[src/rtl/m_hzd_scoreboard.sv]
// Hazard/forwarding scoreboard for the ID stage: tracks destination tags of the
// NSTG post-ID stages, forwards the youngest matching result and stalls on load-use.
module m_hzd_scoreboard #(
  parameter int          DW       = 32,
  parameter int          NREG     = 32,
  parameter int          AW       = 5,
  parameter int          NSTG     = 3,
  parameter int          LDRDY    = 2,
  parameter logic [31:0] CNT_INIT = 32'h0000_0000
) (
  input  logic               w_clk,
  input  logic               w_rst,
  input  logic               w_iss_vld,
  input  logic [AW-1:0]      w_rs,
  input  logic [AW-1:0]      w_rt,
  input  logic [AW-1:0]      w_rd,
  input  logic               w_we,
  input  logic               w_ld,
  input  logic [DW-1:0]      w_rrs,
  input  logic [DW-1:0]      w_rrt,
  input  logic               w_flush,
  input  logic [NSTG*DW-1:0] w_stg_data,
  output logic [DW-1:0]      w_opa,
  output logic [DW-1:0]      w_opb,
  output logic               w_stall,
  output logic               w_iss,
  output logic               w_busy,
  output logic [31:0]        r_iss_cnt,
  output logic [31:0]        r_stall_cnt
);

  // Shadow pipeline entry k describes the instruction currently in stage k.
  logic [NSTG-1:0] r_v;
  logic [NSTG-1:0] r_ld;
  logic [AW-1:0]   r_rd [NSTG];

  logic a_hz;
  logic b_hz;

  // Register 0 never matches; indices beyond NREG are treated the same way.
  function automatic logic f_src_ok(input logic [AW-1:0] s);
    return (s != '0) && (int'(s) < NREG);
  endfunction

  // Scan oldest to youngest so the youngest match overwrites and governs both
  // the forwarded value and the hazard decision.
  always_comb begin
    w_opa = w_rrs;
    w_opb = w_rrt;
    a_hz  = 1'b0;
    b_hz  = 1'b0;
    for (int k = NSTG - 1; k >= 0; k--) begin
      if (r_v[k] && (r_rd[k] == w_rs) && f_src_ok(w_rs)) begin
        w_opa = w_stg_data[k*DW +: DW];
        a_hz  = r_ld[k] && (k < LDRDY);
      end
      if (r_v[k] && (r_rd[k] == w_rt) && f_src_ok(w_rt)) begin
        w_opb = w_stg_data[k*DW +: DW];
        b_hz  = r_ld[k] && (k < LDRDY);
      end
    end
  end

  // Issue handshake: w_iss_vld is the request and ~w_stall the ready; an
  // instruction transfers into stage 0 only when w_iss = vld & ~stall & ~flush,
  // and ID must hold the same instruction while it is not accepted.
  assign w_stall = w_iss_vld & (a_hz | b_hz);
  assign w_iss   = w_iss_vld & ~w_stall & ~w_flush;
  assign w_busy  = |r_v;

  always_ff @(posedge w_clk or posedge w_rst) begin
    if (w_rst) begin
      r_v  <= '0;
      r_ld <= '0;
      for (int k = 0; k < NSTG; k++) begin
        r_rd[k] <= '0;
      end
    end else begin
      r_v[0]  <= w_iss & w_we;
      r_rd[0] <= w_rd;
      r_ld[0] <= w_ld;
      // A flush drops the stage-0 instruction instead of advancing it.
      r_v[1]  <= r_v[0] & ~w_flush;
      r_rd[1] <= r_rd[0];
      r_ld[1] <= r_ld[0];
      for (int k = 2; k < NSTG; k++) begin
        r_v[k]  <= r_v[k-1];
        r_rd[k] <= r_rd[k-1];
        r_ld[k] <= r_ld[k-1];
      end
    end
  end

  // Saturating performance counters; a flushed cycle never counts as a stall.
  always_ff @(posedge w_clk or posedge w_rst) begin
    if (w_rst) begin
      r_iss_cnt   <= CNT_INIT;
      r_stall_cnt <= CNT_INIT;
    end else begin
      if (w_iss && (r_iss_cnt != 32'hFFFF_FFFF)) begin
        r_iss_cnt <= r_iss_cnt + 32'd1;
      end
      if (w_iss_vld && w_stall && !w_flush && (r_stall_cnt != 32'hFFFF_FFFF)) begin
        r_stall_cnt <= r_stall_cnt + 32'd1;
      end
    end
  end

endmodule

[config.mk]
export PLATFORM = sky130hd
export DESIGN_NAME = m_hzd_scoreboard
export DESIGN_NICKNAME = d
export VERILOG_FILES = /design/src/rtl/m_hzd_scoreboard.sv
export SDC_FILE = /design/constraint.sdc
export NUM_CORES = 1
export LEC_CHECK = 0
export ABC_AREA = 1
export CAP_MARGIN = 10
export CORE_ASPECT_RATIO = 1.75
export CORE_UTILIZATION = 45
export DETAILED_ROUTE_END_ITERATION = 12
export GPL_ROUTABILITY_DRIVEN = 0
export PLACE_DENSITY = 0.87
export SLEW_MARGIN = 10
export SYNTH_ARGS = -nofsm -noshare
export SYNTH_HDL_FRONTEND = slang
export SYNTH_SLANG_ARGS = --single-unit
[constraint.sdc]
create_clock -name w_clk -period 3.25 [get_ports w_clk]
set_input_delay 0.65 -clock w_clk [delete_from_list [all_inputs] [get_ports w_clk]]
set_output_delay 0.65 -clock w_clk [all_outputs]
set_load 0.005 [all_outputs]
==> summary.md <==
| Metric | Value |
|---|---|
| RSZ-0062 raised after global routing | yes |
| CTS Sinks | 84 |
| Leakage power figure | 6.28 nW |
| Outcome | finished, violations left |
| Final wirelength | 35000 um |
| Final Hold Viols | 0 |
| DR vias | between 10000 and 15000 |
| Dpl hpwl | about 24000 um |
| Ys Warns | 0 |
| Num CTS Buffers | 9 |
| Yosys top cell by area | dfrtp_1 |
| Pwr dens | 238 mW/mm^2 |
| Least-Margin Pin Slew | ~610 ps |
| Worst Hold Class | reg -> reg |
| Initial antenna violation count | 11 |
| Crit path arrival time | between 2000 and 3000 ps |
| Largest net degree at the start of global routing | 55 |
| I/O Buffers | 311 |
| Synth area leaders | dfrtp_1 26%, nand2_1 18%, inv_1 15%, nor2_1 6.3%, nand3_1 6.0% |
| CP peak stage delay | 550 ps |
| Global-route wire length before repair | around 54000 um |
| Worst-path clk slew | 70 ps |
| Share of cells above drive strength 1 | 0.111 |
| Critical path's slowest cell | clkdlybuf4s50_1 |
| Startpoint types | input pin |
| CTS Buffer Depth | 2 |
| Most common cell after layout, fill and taps aside | nand2_1 |
| Commonest cells after routing, fill and taps aside | 373 x nand2_1, 310 x inv_1, 240 x clkdlybuf4s50_1 |
| FF+latch count, synth | 84 |
| Switch share | 0.291 |
| Post-layout nets | 1914 |
| Worst setup margin | -116 ps |
| H-Tree Level Count | 3 |
| Core ar. | between 0.015 and 0.02 mm^2 |
| Buf+Inv Stages, Crit Path | 3 |
| Setup violators final | 4 |
| Tot Pwr | 2.96 mW |
| Post-Route Utilization | 0.713 |
| Switching power | 0.861 mW |
| Routed length per placed instance | roughly 18 um |
| Critical path's top delay family | buffers and inverters |
| CTS root buffer | clkbuf_16 |
| FP Rows | 64 |
| FMAX | approximately 0.30 GHz |
| Cell Area, Synth | 0.00804 mm^2 |
| 1st-iter DRT viols | 770 |
| Critical-path cell list | clkdlybuf4s15_2 > xnor2_1 > nand2_1 > nor4_2 > nand2_2 > buf_12 > nand2_1 > nand3_1 > a21oi_4 > clkdlybuf4s50_1 |
| All-layer global routing usage | 0.391 |
| Final slew viol count | 0 |
| IO Pins | around 310 |
| Post-Synthesis Cells | approximately 1400 |
| CP required | around 2600 ps |
| Routed vias/inst | roughly 5.5 |
| Pre-antenna DRT Iters | 7 |
| CP most frequent cell | nand2_1 |
| Max_slew headroom | 0.591 |
| Comb pwr share | 0.252 |
| Failing checks | setup timing |
| Maxcap violations | 0 |
| Die Area | roughly 0.018 mm^2 |
| Vias in the first global route | approximately 11000 |
| Pint | between 2 and 2.5 mW |
| Post-synth net total | ~1600 |
| CTS tree | built |
| Unique cell type count in the Yosys netlist | 35 |
| Sequential share of power | 0.383 |
| Peak VDD IR | approximately 0.00035 V |
| Starting density of the core | 0.460 |
| Synth Area per Inst | between 5 and 6 um^2 |
| Die W | 103 um |
| Grt total ovfl | 0 |
| Residual DRC count | 0 |
| CP Capture Type | output pin |
| P&R area growth vs syn | 55.0% |
| Power share of the clock group | 0.365 |
| Share of the synthesized area in the top cell type | 0.262 |
| Crit Path Max Fanout | 32 |
| Worst-Skew Late Latency | ~350 ps |
| Final period utilization | 1.04 |
| Fin crit period | around 3400 ps |
| Sequential element share of the synthesized area | 0.262 |
| CP Class | in -> out |
| Final ANT Viol Nets | 0 |
| Die Y | roughly 180 um |
| Clk_skew | approximately 8.1 ps |
## path summary, 6_finish.rpt
path / start / endpoint / slack (ps) / depth (start not counted)
worst max-delay path: w_rt[4] / w_opb[11] / -120 / 10
max in group asynchronous: w_rst / r_stall_cnt[26]$_DFFE_PP0P_ / 1860 / 3
worst min-delay path: r_rd[6]$_DFF_PP0_ / r_rd[1]$_DFF_PP0_ / 410 / 0
worst min register to register: r_rd[6]$_DFF_PP0_ / r_rd[1]$_DFF_PP0_ / 410 / 0
min in group asynchronous: w_rst / r_rd[4]$_DFF_PP0_ / 660 / 2
worst max register to register: r_rd[10]$_DFF_PP0_ / r_stall_cnt[6]$_DFFE_PP0P_ / 820 / 13
## synth_stat cells
cell type / instances
xnor2_1: 14
a21oi_1: 66
nand3b_1: 4
nand3_4: 1
buf_6: 8
ha_1: 2
nand4_1: 66
nor2_4: 3
xor2_1: 14
nand2_4: 2
nand3_1: 96
nand4_2: 1
and2_1: 1
o22ai_1: 2
o21ai_2: 27
dfrtp_1: 84
nand2_1: 378
clkinv_1: 1
inv_2: 15
clkbuf_1: 28
nand3_2: 2
nor2_1: 135
a21oi_4: 1
buf_4: 1
a211oi_1: 2
a21oi_2: 1
nor2_2: 4
buf_1: 6
o21ai_0: 73
nor4_1: 3
nand2_2: 4
nor3_1: 20
buf_2: 11
nor3_2: 3
inv_1: 314
## per-stage QoR
stage	hold slack [ps]	setup slack (ps)	area (um^2)	setup TNS, ps	cells
6_report	411	-116	12500	-153	1973
5_1_grt	419	-142	12400	-483	1970
2_1_floorplan	372	435	8040	0	1393
4_1_cts	413	0.743	12300	0	1966
3_3_place_gp	381	-386	11800	-16720	1937
3_5_place_dp	394	-407	11800	-17920	1937
## routing by layer
layer | vias to the layer above | wire length, um | global-route usage
met1 | 4786 | 11500 | 0.423
li1 | 4966 | - | -
met5 | - | 53 | 0
met4 | 8 | 2790 | 0.269
met3 | 224 | 4580 | 0.164
met2 | 788 | 16100 | 0.611
## registers in the layout (all words and copies together) (netlist names)
name	flops
r_iss_cnt	32
r_ld	2
r_rd	15
r_stall_cnt	32
r_v	3
## cells by family after synthesis
family          share of synthesized area
simple gates                        0.393
buf+inv                             0.189
compound gates                      0.123
flops                               0.262
xor+xnor                           0.0305
fa+ha+maj                         0.00311
## layout make-up
class	count	area (um^2)
Clock buffer	9	225
Inverter	330	1240
Sequential cell	84	2100
Fill cell	1348	5000
Multi-Input combinational cell	925	4580
Tap cell	231	289
Clock inverter	7	81.3
Timing Repair Buffer	381	3920
Antenna cell	6	15.0
## power by group through the flow
stage	registers [mW]	logic [mW]	clock network (mW)
CTS	1.13	0.722	1.10
floorplan	1.14	0.271	0
finish	1.14	0.746	1.08
detailed placement	1.15	0.732	0
global route	1.14	0.811	1.14
global placement	1.15	0.726	0
## worst register-to-register path, delay by kind of cell, from the launching register on
family | cells | cell delay [ps]
flops | 1 | 440
simple gates | 9 | 1060
buf+inv | 3 | 540
compound gates | 1 | 270
## timing repair
action / CTS / global route
setup endpoints to repair: 66 / 47
pin swaps: 7 / 12
resized for setup: 93 / 65
hold buffers: 0 / 0
gates cloned: 5 / 0
endpoints found under the hold margin: 0 / 0
setup buffers: 8 / 1
(Power assumes the default switching activity.)
